<file path="src/rtl/multi_ch_bus_watchdog_if.sv">
// Bus-side signal bundle for multi_ch_bus_watchdog.
// Protocol-check outputs exist only when WDT_PROTOCOL_CHECK_EN is defined.
interface multi_ch_bus_watchdog_if #(
  parameter int unsigned NUM_CH    = 4,
  parameter int unsigned CNT_W     = 8,
  parameter int unsigned ERR_CNT_W = 8
);
  logic [NUM_CH-1:0]    start;
  logic [NUM_CH-1:0]    complete;
  logic [CNT_W-1:0]     timeout_cfg;
  logic [NUM_CH-1:0]    err_clear;
  logic [NUM_CH-1:0]    busy;
  logic [NUM_CH-1:0]    timeout_pulse;
  logic [NUM_CH-1:0]    timeout_sticky;
  logic                 any_timeout;
  logic [ERR_CNT_W-1:0] err_count;
`ifdef WDT_PROTOCOL_CHECK_EN
  logic [NUM_CH-1:0]    late_complete;
  logic [NUM_CH-1:0]    spurious_complete;
`endif

  // Master: the bus side driving transactions and reading status.
  modport master (
    output start,
    output complete,
    output timeout_cfg,
    output err_clear,
    input  busy,
    input  timeout_pulse,
    input  timeout_sticky,
    input  any_timeout,
`ifdef WDT_PROTOCOL_CHECK_EN
    input  late_complete,
    input  spurious_complete,
`endif
    input  err_count
  );

  // Slave: the watchdog itself.
  modport slave (
    input  start,
    input  complete,
    input  timeout_cfg,
    input  err_clear,
    output busy,
    output timeout_pulse,
    output timeout_sticky,
    output any_timeout,
`ifdef WDT_PROTOCOL_CHECK_EN
    output late_complete,
    output spurious_complete,
`endif
    output err_count
  );
endinterface

</file>
<file path="src/rtl/multi_ch_bus_watchdog.sv">
// Multi-channel start/complete watchdog with per-channel budget, sticky errors and a
// saturating shared error count. Define WDT_PROTOCOL_CHECK_EN for late/spurious pulses.
module multi_ch_bus_watchdog #(
  parameter int unsigned NUM_CH    = 4,
  parameter int unsigned CNT_W     = 8,
  parameter int unsigned ERR_CNT_W = 8
) (
  input logic                  clk,
  input logic                  reset,
  multi_ch_bus_watchdog_if.slave bus
);

  localparam int unsigned PopW = $clog2(NUM_CH + 1);
  localparam int unsigned SumW = ((ERR_CNT_W > PopW) ? ERR_CNT_W : PopW) + 1;
  localparam logic [ERR_CNT_W-1:0] ErrMax = '1;

  typedef enum logic [1:0] {StIdle, StActive, StExpired} state_e;

  state_e               state_q  [NUM_CH];
  logic [CNT_W-1:0]     cnt_q    [NUM_CH];
  logic [CNT_W-1:0]     budget_q [NUM_CH];
  logic [NUM_CH-1:0]    pulse_q;
  logic [NUM_CH-1:0]    sticky_q;
  logic [ERR_CNT_W-1:0] err_count_q;
  logic [ERR_CNT_W-1:0] err_count_d;
  logic [NUM_CH-1:0]    expire;
  logic [NUM_CH-1:0]    busy;
  logic [PopW-1:0]      n_expire;
  logic [SumW-1:0]      err_sum;
`ifdef WDT_PROTOCOL_CHECK_EN
  logic [NUM_CH-1:0]    late_q;
  logic [NUM_CH-1:0]    spurious_q;
`endif

  // Expiry is the last budgeted cycle passing with neither start nor complete.
  always_comb begin
    expire   = '0;
    busy     = '0;
    n_expire = '0;
    for (int unsigned i = 0; i < NUM_CH; i++) begin
      busy[i]   = (state_q[i] == StActive);
      expire[i] = (state_q[i] == StActive) && !bus.start[i] && !bus.complete[i] &&
                  (cnt_q[i] == budget_q[i] - CNT_W'(1));
      n_expire  = n_expire + PopW'(expire[i]);
    end
  end

  always_comb begin
    err_sum = SumW'(err_count_q) + SumW'(n_expire);
    if (err_sum > SumW'(ErrMax)) begin
      err_count_d = ErrMax;
    end else begin
      err_count_d = err_sum[ERR_CNT_W-1:0];
    end
  end

  always_ff @(posedge clk) begin
    if (reset) begin
      for (int unsigned i = 0; i < NUM_CH; i++) begin
        state_q[i]  <= StIdle;
        cnt_q[i]    <= '0;
        budget_q[i] <= CNT_W'(1);
      end
      pulse_q     <= '0;
      sticky_q    <= '0;
      err_count_q <= '0;
`ifdef WDT_PROTOCOL_CHECK_EN
      late_q      <= '0;
      spurious_q  <= '0;
`endif
    end else begin
      for (int unsigned i = 0; i < NUM_CH; i++) begin
        pulse_q[i]  <= expire[i];
        // Set wins over a coincident clear.
        sticky_q[i] <= expire[i] | (sticky_q[i] & ~bus.err_clear[i]);
`ifdef WDT_PROTOCOL_CHECK_EN
        late_q[i]     <= (state_q[i] == StExpired) && bus.complete[i] && !bus.start[i];
        spurious_q[i] <= (state_q[i] == StIdle) && bus.complete[i] && !bus.start[i];
`endif
        if (bus.start[i]) begin
          state_q[i]  <= StActive;
          cnt_q[i]    <= '0;
          budget_q[i] <= (bus.timeout_cfg == '0) ? CNT_W'(1) : bus.timeout_cfg;
        end else begin
          unique case (state_q[i])
            StActive: begin
              if (bus.complete[i]) begin
                state_q[i] <= StIdle;
                cnt_q[i]   <= '0;
              end else if (expire[i]) begin
                state_q[i] <= StExpired;
                cnt_q[i]   <= '0;
              end else begin
                cnt_q[i] <= cnt_q[i] + CNT_W'(1);
              end
            end
            StExpired: begin
              if (bus.complete[i]) begin
                state_q[i] <= StIdle;
              end
            end
            StIdle: begin
            end
            default: state_q[i] <= StIdle;
          endcase
        end
      end
      err_count_q <= err_count_d;
    end
  end

  assign bus.busy           = busy;
  assign bus.timeout_pulse  = pulse_q;
  assign bus.timeout_sticky = sticky_q;
  assign bus.any_timeout    = |sticky_q;
  assign bus.err_count      = err_count_q;
`ifdef WDT_PROTOCOL_CHECK_EN
  assign bus.late_complete     = late_q;
  assign bus.spurious_complete = spurious_q;
`endif

endmodule
</file>
<file path="src/flat_wrapper.sv">
// flat-port wrapper written by rule: the top's interface ports become plain ports
module multi_ch_bus_watchdog_flat 
#(
  parameter int unsigned NUM_CH    = 4,
  parameter int unsigned CNT_W     = 8,
  parameter int unsigned ERR_CNT_W = 8
)
  (clk, reset, bus_start, bus_complete, bus_timeout_cfg, bus_err_clear, bus_busy, bus_timeout_pulse, bus_timeout_sticky, bus_any_timeout, bus_err_count);
  multi_ch_bus_watchdog_if #(.NUM_CH(NUM_CH), .CNT_W(CNT_W), .ERR_CNT_W(ERR_CNT_W)) bus_i ();
  input logic clk;
  input logic reset;
  input wire logic [$bits(bus_i.start)-1:0] bus_start;
  input wire logic [$bits(bus_i.complete)-1:0] bus_complete;
  input wire logic [$bits(bus_i.timeout_cfg)-1:0] bus_timeout_cfg;
  input wire logic [$bits(bus_i.err_clear)-1:0] bus_err_clear;
  output wire logic [$bits(bus_i.busy)-1:0] bus_busy;
  output wire logic [$bits(bus_i.timeout_pulse)-1:0] bus_timeout_pulse;
  output wire logic [$bits(bus_i.timeout_sticky)-1:0] bus_timeout_sticky;
  output wire logic [$bits(bus_i.any_timeout)-1:0] bus_any_timeout;
  output wire logic [$bits(bus_i.err_count)-1:0] bus_err_count;
  assign bus_i.start = bus_start;
  assign bus_i.complete = bus_complete;
  assign bus_i.timeout_cfg = bus_timeout_cfg;
  assign bus_i.err_clear = bus_err_clear;
  assign bus_busy = bus_i.busy;
  assign bus_timeout_pulse = bus_i.timeout_pulse;
  assign bus_timeout_sticky = bus_i.timeout_sticky;
  assign bus_any_timeout = bus_i.any_timeout;
  assign bus_err_count = bus_i.err_count;
  multi_ch_bus_watchdog #(.NUM_CH(NUM_CH), .CNT_W(CNT_W), .ERR_CNT_W(ERR_CNT_W)) u_core (.clk(clk), .reset(reset), .bus(bus_i));
endmodule
</file>
<file path="config.mk">
export PLATFORM = sky130hd
export DESIGN_NAME = multi_ch_bus_watchdog_flat
export DESIGN_NICKNAME = d
export VERILOG_FILES = /design/src/rtl/multi_ch_bus_watchdog_if.sv /design/src/rtl/multi_ch_bus_watchdog.sv /design/src/flat_wrapper.sv
export SDC_FILE = /design/constraint.sdc
export NUM_CORES = 1
export LEC_CHECK = 0
export ABC_AREA = 1
export ABC_CLOCK_PERIOD_IN_PS = 3600
export CELL_PAD_IN_SITES_DETAIL_PLACEMENT = 0
export CELL_PAD_IN_SITES_GLOBAL_PLACEMENT = 1
export CORE_ASPECT_RATIO = 1.25
export CORE_MARGIN = 10
export CORE_UTILIZATION = 41
export CTS_BUF_LIST = sky130_fd_sc_hd__clkbuf_4 sky130_fd_sc_hd__clkbuf_8
export CTS_CLUSTER_SIZE = 30
export DETAILED_ROUTE_END_ITERATION = 8
export PLACE_DENSITY = 0.74
export SLEW_MARGIN = 10
export SYNTH_ARGS = -nofsm -noshare
export SYNTH_HDL_FRONTEND = slang
export SYNTH_SLANG_ARGS = --single-unit
</file>
<file path="constraint.sdc">
create_clock -name clk -period 3.6 [get_ports clk]
set_clock_uncertainty 0.2 [all_clocks]
set_input_delay 0.36 -clock clk [delete_from_list [all_inputs] [get_ports clk]]
set_output_delay 0.36 -clock clk [all_outputs]
set_load 0.05 [all_outputs]
</file>
# == Yosys cells after proc, flatten, opt, wreduce, memory -nomap -nowiden ==
# Memories as Yosys holds them, arrays and structs flattened.
# Cells that the tools add are included.
# totals
reg_bits,16
ram_bits,72
output_inout_bits,21
elab_cells,269
memories,3
# op_classes
n_addsub,12
order_cmp,1
n_eq_ne,12
n_mux,156
n_bitwise,52
reduce_logical,30
# mem_list
name,words,word_bits,read_ports,rd_ports_with_merged_regs,write_ports,line,text
u_core.budget_q,4,8,4,0,4,multi_ch_bus_watchdog.sv:21,logic [CNT_W-1:0] budget_q [NUM_CH];
u_core.cnt_q,4,8,4,0,4,multi_ch_bus_watchdog.sv:20,logic [CNT_W-1:0] cnt_q [NUM_CH];
u_core.state_q,4,2,4,0,4,multi_ch_bus_watchdog.sv:19,state_e state_q [NUM_CH];
# op_table
op,count
$mux W8,22
$mux W1,114
$or A1 B1 Y1,44
$mux W2,20
$add A8 B1 Y8 const B,4
$eq A8 B8 Y1,4
$sub A8 B1 Y8 const B,4
$logic_and A1 B1 Y1,12
$reduce_or A3 Y1,4
$add A8 B3 Y9,1
$gt A9 B8 Y1 const B,1
$eq A2 B1 Y1 const B,4
$eq A2 B2 Y1 const B,4
$logic_not A1 Y1,8
$logic_not A2 Y1,4
$logic_not A8 Y1,1
$add A3 B1 Y3,2
$and A1 B1 Y1,4
$not A1 Y1,4
$reduce_or A4 Y1,1
$add A1 B1 Y2,1

# == Longest topological paths before layout ==
# Gate-level depths: netlist of run 1.
# An unclocked memory read counts as a cell.
# depth
word_depth,14
depth_mapped,26
mapped_depth_nobuf,26

# == Worst setup path before layout of run 1 ==
# Ideal clock, no wire load.
# synth_timing
path_kind,register to register
startpoint,mem u_core.state_q[0][3] in the netlist's numbering
endpoint,reg u_core.err_count_q[5] (netlist: u_core.bus.err_count[5])
setup_ns,0.058
arrival_ns,3.692
required_time_ns,3.342
setup_slack_ns,-0.350
stages_incl_launch_ff,20
path_buffers,0
cell_sequence,edfxtp_1 -> nor2_1 -> inv_1 -> nor3_1 -> nand2_2 -> inv_1 -> ha_1 -> inv_1 -> fa_1 -> inv_1 -> ha_1 -> inv_1 -> fa_1 -> o21ai_2 -> nand3_1 -> nor3_1 -> inv_1 -> nand2_1 -> o21ai_0 -> inv_1
# synth_rtl
element,line,text
"start, declared",multi_ch_bus_watchdog.sv:19,
"end signal, assigned",multi_ch_bus_watchdog.sv:108,err_count_q <= err_count_d;
"end, declared",multi_ch_bus_watchdog.sv:24,logic [ERR_CNT_W-1:0] err_count_q;

==> results.yml, run 1 <==
sta:
  worst_slew_pin_slew_ns: 0.5344
  fmax_mhz: 262.5
  finalSetupViolCount: 8
  maxSlewHeadroom: 0.6426
  fin_tns_setup_ns: -1.239
  setup_ws_ns: -0.2094
  hold_viol: 0
  whs_ns: 0.2883
  min_period_ns: 3.809
  maxSlewViolCount: 0
  min_period_over_period: 1.058
  rsz0062_at_grt: "true"
run_status:
  outcome: "complete, but fails checks"
  violations: "setup timing"
cts:
  cts_tree: "built"
  htree_levels: 3
  tritoncts.num_buffers: 9
  cts_buffer_depth: 2
  clkSinkCount: 88
  clk_pin_slew_worst_paths_ns: 0.09
  clk_latency_ns: 0.37
  cts_hold_buf: 0
  root_buffer: "clkbuf_8"
power_and_ir_drop:
  seqPwrFrac: 0.507
  p_leak_nw: 2.876
  power_density_nw_per_um2: 355.5
  p_sw_mw: 0.6797
  ir_drop_uv: 178.8
  p_int_mw: 1.721
  power_mw: 2.401
  comb_power_share: 0.200
  clkPwrFrac: 0.293
  swShare: 0.2832
floorplan:
  initial_utilization: 0.4191
  ios: 43
  fp.dieW_um: 121.8
  die_h_um: 147.2
  core_area_um2: 12660
  dieArea_um2: 17920
  rows: 46
final_layout:
  final_common_cell: "nor2_1"
  final_cell_mix: "110 x nor2_1, 106 x nand2_1, 83 x inv_1"
  final_util: 0.5333
  nets: 781
  antenna_cells: 0
  drive_above_1_share: 0.2109
  syn_to_final_growth_pct: 27.26
synthesis:
  avgSynthCellArea_um2: 8.436
  ys.warnings.count: 0
  synth_top_area_frac: 0.4075
  synth_area_leaders: "edfxtp_1 41%, nor2_1 8.2%, nand2_1 7.7%"
  yosys.area_share.xor_xnor: 0.08889
  synth-adder-area-share: 0.03820
  synth_area_um2: 5306
  synthSimpleGateAreaFrac: 0.2964
  async_flop_share: 0
  ys.flop_type: "edfxtp_1"
  synth_cell_type_count: 42
  syn_nets: 666
  synth_compound_area_frac: 0.03655
  synthMuxAreaShare: 0
  ys_seq_elements: 88
  synth_top_family_by_area: "simple AND/OR/NAND/NOR gates"
  ys_seq_area_frac: 0.4678
  synth_area_leader_cell: "edfxtp_1"
  synth_edf_count: 72
  synth_cells: 629
grt:
  grt_max_degree: 16
  gr-usage-all-layers: 0.1449
  grt_pass1_wl_um: 21310
  grt_pass1_vias: 4663
  grt_antenna_before_repair: 0
  grt-ovfl-total: 0
critical_path:
  critPathMaxStageDelay_ns: 0.40
  rrSetupSlack_ns: -0.21
  crit_path_max_fanout: 5
  r2r-start: "u_core.budget_q[1][0]"
  r2r-end: "u_core.bus.err_count[5]"
  end_kind: "flip-flop"
  reg2regPathDepth: 26
  path_class: "reg -> reg"
  worst_path_max_delay_cell: "fa_1"
  worstPathArrival_ns: 3.92
  timing.critical_path.mode_cell: "inv_2"
  worst_ep_required_time_ns: 3.71
  critPathLaunchType: "flip-flop"
placed_design:
  post-place-ws_ns: -0.3011
  portBuffers: 42
  gp_congestion: 0.8394
  dp_hpwl_um: 9723
routing:
  drt-vias-per-instance: 4.850
  wire_per_inst_um: 13.83
  wl_met2_um: 6431
  dr_wl_met3_um: 664
  dr.pass1.iters: 4
  top_layer_used: "met4"
  detail-route-antenna-nets: 0
  vias: 4447
  drc: 0
  drtIter0Drc: 222
  wl_um: 12680
  wl_met1_um: 5376
min_path:
  hold_class: "reg -> reg"
  whs_path_depth: 2
  min_to: "u_core.bus.timeout_sticky[0]"
  worstHoldStart: "u_core.bus.timeout_sticky[0]"
job:
  drv_cap: 0
-- critical path: cells and delay by family (launching register included) --
| family | cells | cell delay (ns) |
|---|---|---|
| compound gates | 3 | 0.27 |
| fa+ha+maj | 5 | 1.29 |
| buf+inv | 8 | 0.61 |
| flops | 1 | 0.37 |
| simple gates | 10 | 1.04 |
-- through the flow --
| stage | area [um2] | instances |
|---|---|---|
| after global placement | 6296 | 880 |
| after CTS | 6675 | 913 |
| after detailed placement | 6296 | 880 |
| after global routing | 6753 | 917 |
| final | 6753 | 917 |
| after floorplan | 5339 | 629 |
-- state kept, by name, summed over array words and instances, names as in the netlist --
| register | count |
|---|---|
| u_core.bus.timeout_pulse | 4 |
| u_core.cnt_q | 32 |
| u_core.bus.timeout_sticky | 4 |
| u_core.state_q | 8 |
| u_core.budget_q | 32 |
| u_core.bus.err_count | 8 |
-- layer usage --
layer  vias up  track usage
met5         -            0
met4         0      0.05257
met3        13      0.03528
met2        82       0.2524
met1      2091       0.1662
li1       2261            -
-- worst max path at each step --
stage / start / endpoint / depth (start not counted)
final: u_core.budget_q[1][0] / u_core.bus.err_count[5] / 26
after global routing: u_core.budget_q[0][0] / u_core.bus.err_count[5] / 24
after global placement: u_core.budget_q[1][0] / u_core.bus.err_count[5] / 26
after floorplan: u_core.budget_q[1][0] / u_core.bus.err_count[5] / 24
after detailed placement: u_core.budget_q[1][1] / u_core.bus.err_count[5] / 26
after CTS: u_core.budget_q[1][0] / u_core.bus.err_count[5] / 25
-- power by group through the flow --
stage          clock [mW]  sequential, mW  combinational (mW)
6_report            0.704            1.22               0.479
5_1_grt             0.754            1.23               0.540
4_1_cts             0.718            1.22               0.463
3_5_place_dp            0            1.24               0.431
3_3_place_gp            0            1.24               0.424
2_1_floorplan           0            1.23               0.289
-- repair_timing --
action	CTS	global route
buffers inserted	17	4
gates cloned	0	0
resized for setup	15	15
pin swaps	19	13
setup endpoints to repair	8	8
-- area by class of cell --
cell class | count | area, um2
Clock buffer | 11 | 145.1
Clock inverter | 5 | 56.30
Fill cell | 1215 | 5909
Inverter | 95 | 356.6
Multi-Input combinational cell | 440 | 2567
Sequential cell | 88 | 2482
Tap cell | 168 | 210.2
Timing Repair Buffer | 110 | 934.6
-- kinds of logic after synthesis --
| group | after synthesis |
|---|---|
| AO/OA/AOI/OAI | 34 |
| XOR/XNOR | 53 |
| adder cells (fa/ha/maj) | 15 |
| buffers and inverters | 101 |
| flip-flops | 88 |
| AND/OR/NAND/NOR | 338 |
-- Yosys cell counts (2+ instances only) --
cell        n
edfxtp_1   72
a21oi_1    12
nand2_2     5
nor2_4      5
clkbuf_1    2
inv_1      91
ha_1       13
fa_1        2
nor4_1      4
nor2_1    116
buf_2       2
o21ai_1     2
or2_2       3
xnor2_1    17
nand4_1    16
nand3_4     2
nor2_2     16
dfxtp_1    16
a21oi_2     2
nand3_1    43
o21ai_0    12
nor3_1      8
xor2_1     35
nand2_1   109
nor3_2      2
inv_2       4
nand3b_1    3
No activity file was read; power rests on OpenSTA's default activity.
==> inputs of run 2 (changes only) <==
HOLD_SLACK_MARGIN = 0.08   (was default)
==> results of run 2 <==
The final DEF is identical to that of run 1; final timing and power are the same.
==> inputs of run 3 (changes only) <==
ABC_CLOCK_PERIOD_IN_PS = default   (was 3600)
CORE_UTILIZATION = 46   (was 41)
MAX_ROUTING_LAYER = met4   (was default)
PLACE_DENSITY = 0.79   (was 0.74)
clock period = 4.2 ns   (was 3.6 ns; I/O delays follow)
==> results.yml, run 3 (same netlist as run 1, synthesis figures left out) <==
critical_path:
  rrSetupSlack_ns: 0.20
  critPathLaunchType: "flip-flop"
  worst_path_max_delay_cell: "fa_1"
  path_class: "reg -> reg"
  end_kind: "flip-flop"
  r2r-end: "u_core.bus.err_count[5]"
  crit_path_max_fanout: 5
  reg2regPathDepth: 21
  critPathMaxStageDelay_ns: 0.49
  timing.critical_path.mode_cell: "inv_1"
  crit_chain: "inv_1, ha_1, or2_0, a21oi_1, nand2_1, nor2_1, nand3_1, nor2_2, nand3_2, fa_1, inv_1, ha_2, inv_1, fa_2, o21ai_4, nand3_2, nor3_2, inv_2, nand2_1, o21ai_0, inv_1"
  worstPathArrival_ns: 4.12
  cp_top_family: "adder cells"
  path_buf_inv: 5
  worst_ep_required_time_ns: 4.32
  r2r-start: "u_core.budget_q[3][0]"
power_and_ir_drop:
  p_leak_nw: 2.575
  power_density_nw_per_um2: 327.2
  ir_drop_uv: 188.4
sta:
  maxSlewViolCount: 0
  fin_tns_setup_ns: 0
  worst_slew_pin_slew_ns: 0.6377
  min_period_over_period: 0.9534
  finalSetupViolCount: 0
  maxSlewHeadroom: 0.5692
  min_period_ns: 4.004
  hold_viol: 0
  fmax_mhz: 249.7
min_path:
  worstHoldStart: "u_core.bus.timeout_sticky[2]"
  whs_path_depth: 2
  min_to: "u_core.bus.timeout_sticky[2]"
  hold_class: "reg -> reg"
routing:
  wl_um: 11770
  drc: 0
  detail-route-antenna-nets: 0
  drt-vias-per-instance: 5.027
  dr.pass1.iters: 4
  vias: 4147
  drtIter0Drc: 209
  wire_per_inst_um: 14.27
grt:
  grt_pass1_wl_um: 18870
  grt-ovfl-total: 0
  grt_max_degree: 17
  grt_antenna_before_repair: 0
  grt_pass1_vias: 4069
  gr-usage-all-layers: 0.1500
cts:
  cts_tree: "built"
  root_buffer: "clkbuf_8"
  htree_levels: 3
  cts_buffer_depth: 2
  clk_latency_ns: 0.37
  clk_pin_slew_worst_paths_ns: 0.09
  tritoncts.num_buffers: 9
  clkSinkCount: 88
placed_design:
  gp_congestion: 0.8428
  dp_hpwl_um: 9179
  portBuffers: 42
floorplan:
  die_h_um: 140.1
  fp.dieW_um: 116.1
  ios: 43
  initial_utilization: 0.4742
  rows: 43
  dieArea_um2: 16260
  core_area_um2: 11190
final_layout:
  drive_above_1_share: 0.1188
  top_regs: "u_core.budget_q (32), u_core.cnt_q (32)"
  antenna_cells: 0
  final_util: 0.5551
  final_cell_mix: "115 x nor2_1, 108 x nand2_1, 88 x inv_1"
  nets: 722
  syn_to_final_growth_pct: 17.07
  final_common_cell: "nor2_1"
run_status:
  outcome: "complete, no violations"
job:
  drv_cap: 0
==> run 3: worst max path at each step <==
| stage | startpoint | end | slack, ns | depth (start not counted) |
|---|---|---|---|---|
| after floorplan | u_core.state_q[0][3] | u_core.bus.err_count[5] | 0.25 | 19 |
| after global placement | u_core.budget_q[3][0] | u_core.bus.err_count[5] | 0.14 | 21 |
| after detailed placement | u_core.budget_q[3][0] | u_core.bus.err_count[5] | 0.03 | 21 |
| after CTS | u_core.budget_q[1][0] | u_core.bus.err_count[5] | 0.007 | 26 |
| after global routing | u_core.budget_q[1][0] | u_core.bus.err_count[5] | -0.06 | 25 |
| final | u_core.budget_q[3][0] | u_core.bus.err_count[5] | 0.20 | 21 |
==> run 3: metal layers <==
metal  vias up  track usage  part of all wire  wire, um
met5         -            -                 0         0
met4         0      0.06469             0.021       250
met3        23      0.03034             0.038       445
met2        78       0.2367              0.47      5566
met1      1903       0.1818              0.47      5508
li1       2143            -                 -         -
==> run 3: timing repair <==
item | CTS | global route
endpoints found under the setup margin | 1 | 8
pin swaps | 0 | 10
hold buffers | 0 | 0
resized for setup | 1 | 14
cloned | 0 | 0
buffers inserted | 0 | 5
==> run 3: area by class of cell <==
class	instances	area [um2]
fill	1031	4979
multi-input combinational	440	2496
sequential	88	2482
timing repair buffer	51	488.0
inverter	95	356.6
tap	135	168.9
clock buffer	11	138.9
clock inverter	5	81.33
==> run 3: power by group <==
part	switching, mW	internal [mW]
clock	0.306	0.349
sequential	0.0515	0.996
combinational	0.203	0.128
==> run 3: worst reg2reg max path: stages, from the launching register on <==
cell and delay, ns:
edfxtp_1 0.43, inv_1 0.15, ha_1 0.27, or2_0 0.23, a21oi_1 0.18, nand2_1 0.08
nor2_1 0.09, nand3_1 0.08, nor2_2 0.14, nand3_2 0.15, fa_1 0.49, inv_1 0.07
ha_2 0.17, inv_1 0.06, fa_2 0.39, o21ai_4 0.17, nand3_2 0.10, nor3_2 0.22
inv_2 0.09, nand2_1 0.06, o21ai_0 0.07, inv_1 0.08
==> run 3: per-stage QoR <==
step / setup slack, ns / total power [mW] / instance area [um2] / std cells / hold WS (ns)
final: 0.1957 / 2.032 / 6212 / 825 / 0.3020
after floorplan: 0.2500 / 1.296 / 5306 / 629 / 0.3310
after global routing: -0.06129 / 2.128 / 6212 / 825 / 0.3271
after detailed placement: 0.02624 / 1.390 / 5899 / 804 / 0.2893
after global placement: 0.1369 / 1.384 / 5899 / 804 / 0.2854
after CTS: 0.007127 / 2.042 / 6125 / 820 / 0.3053
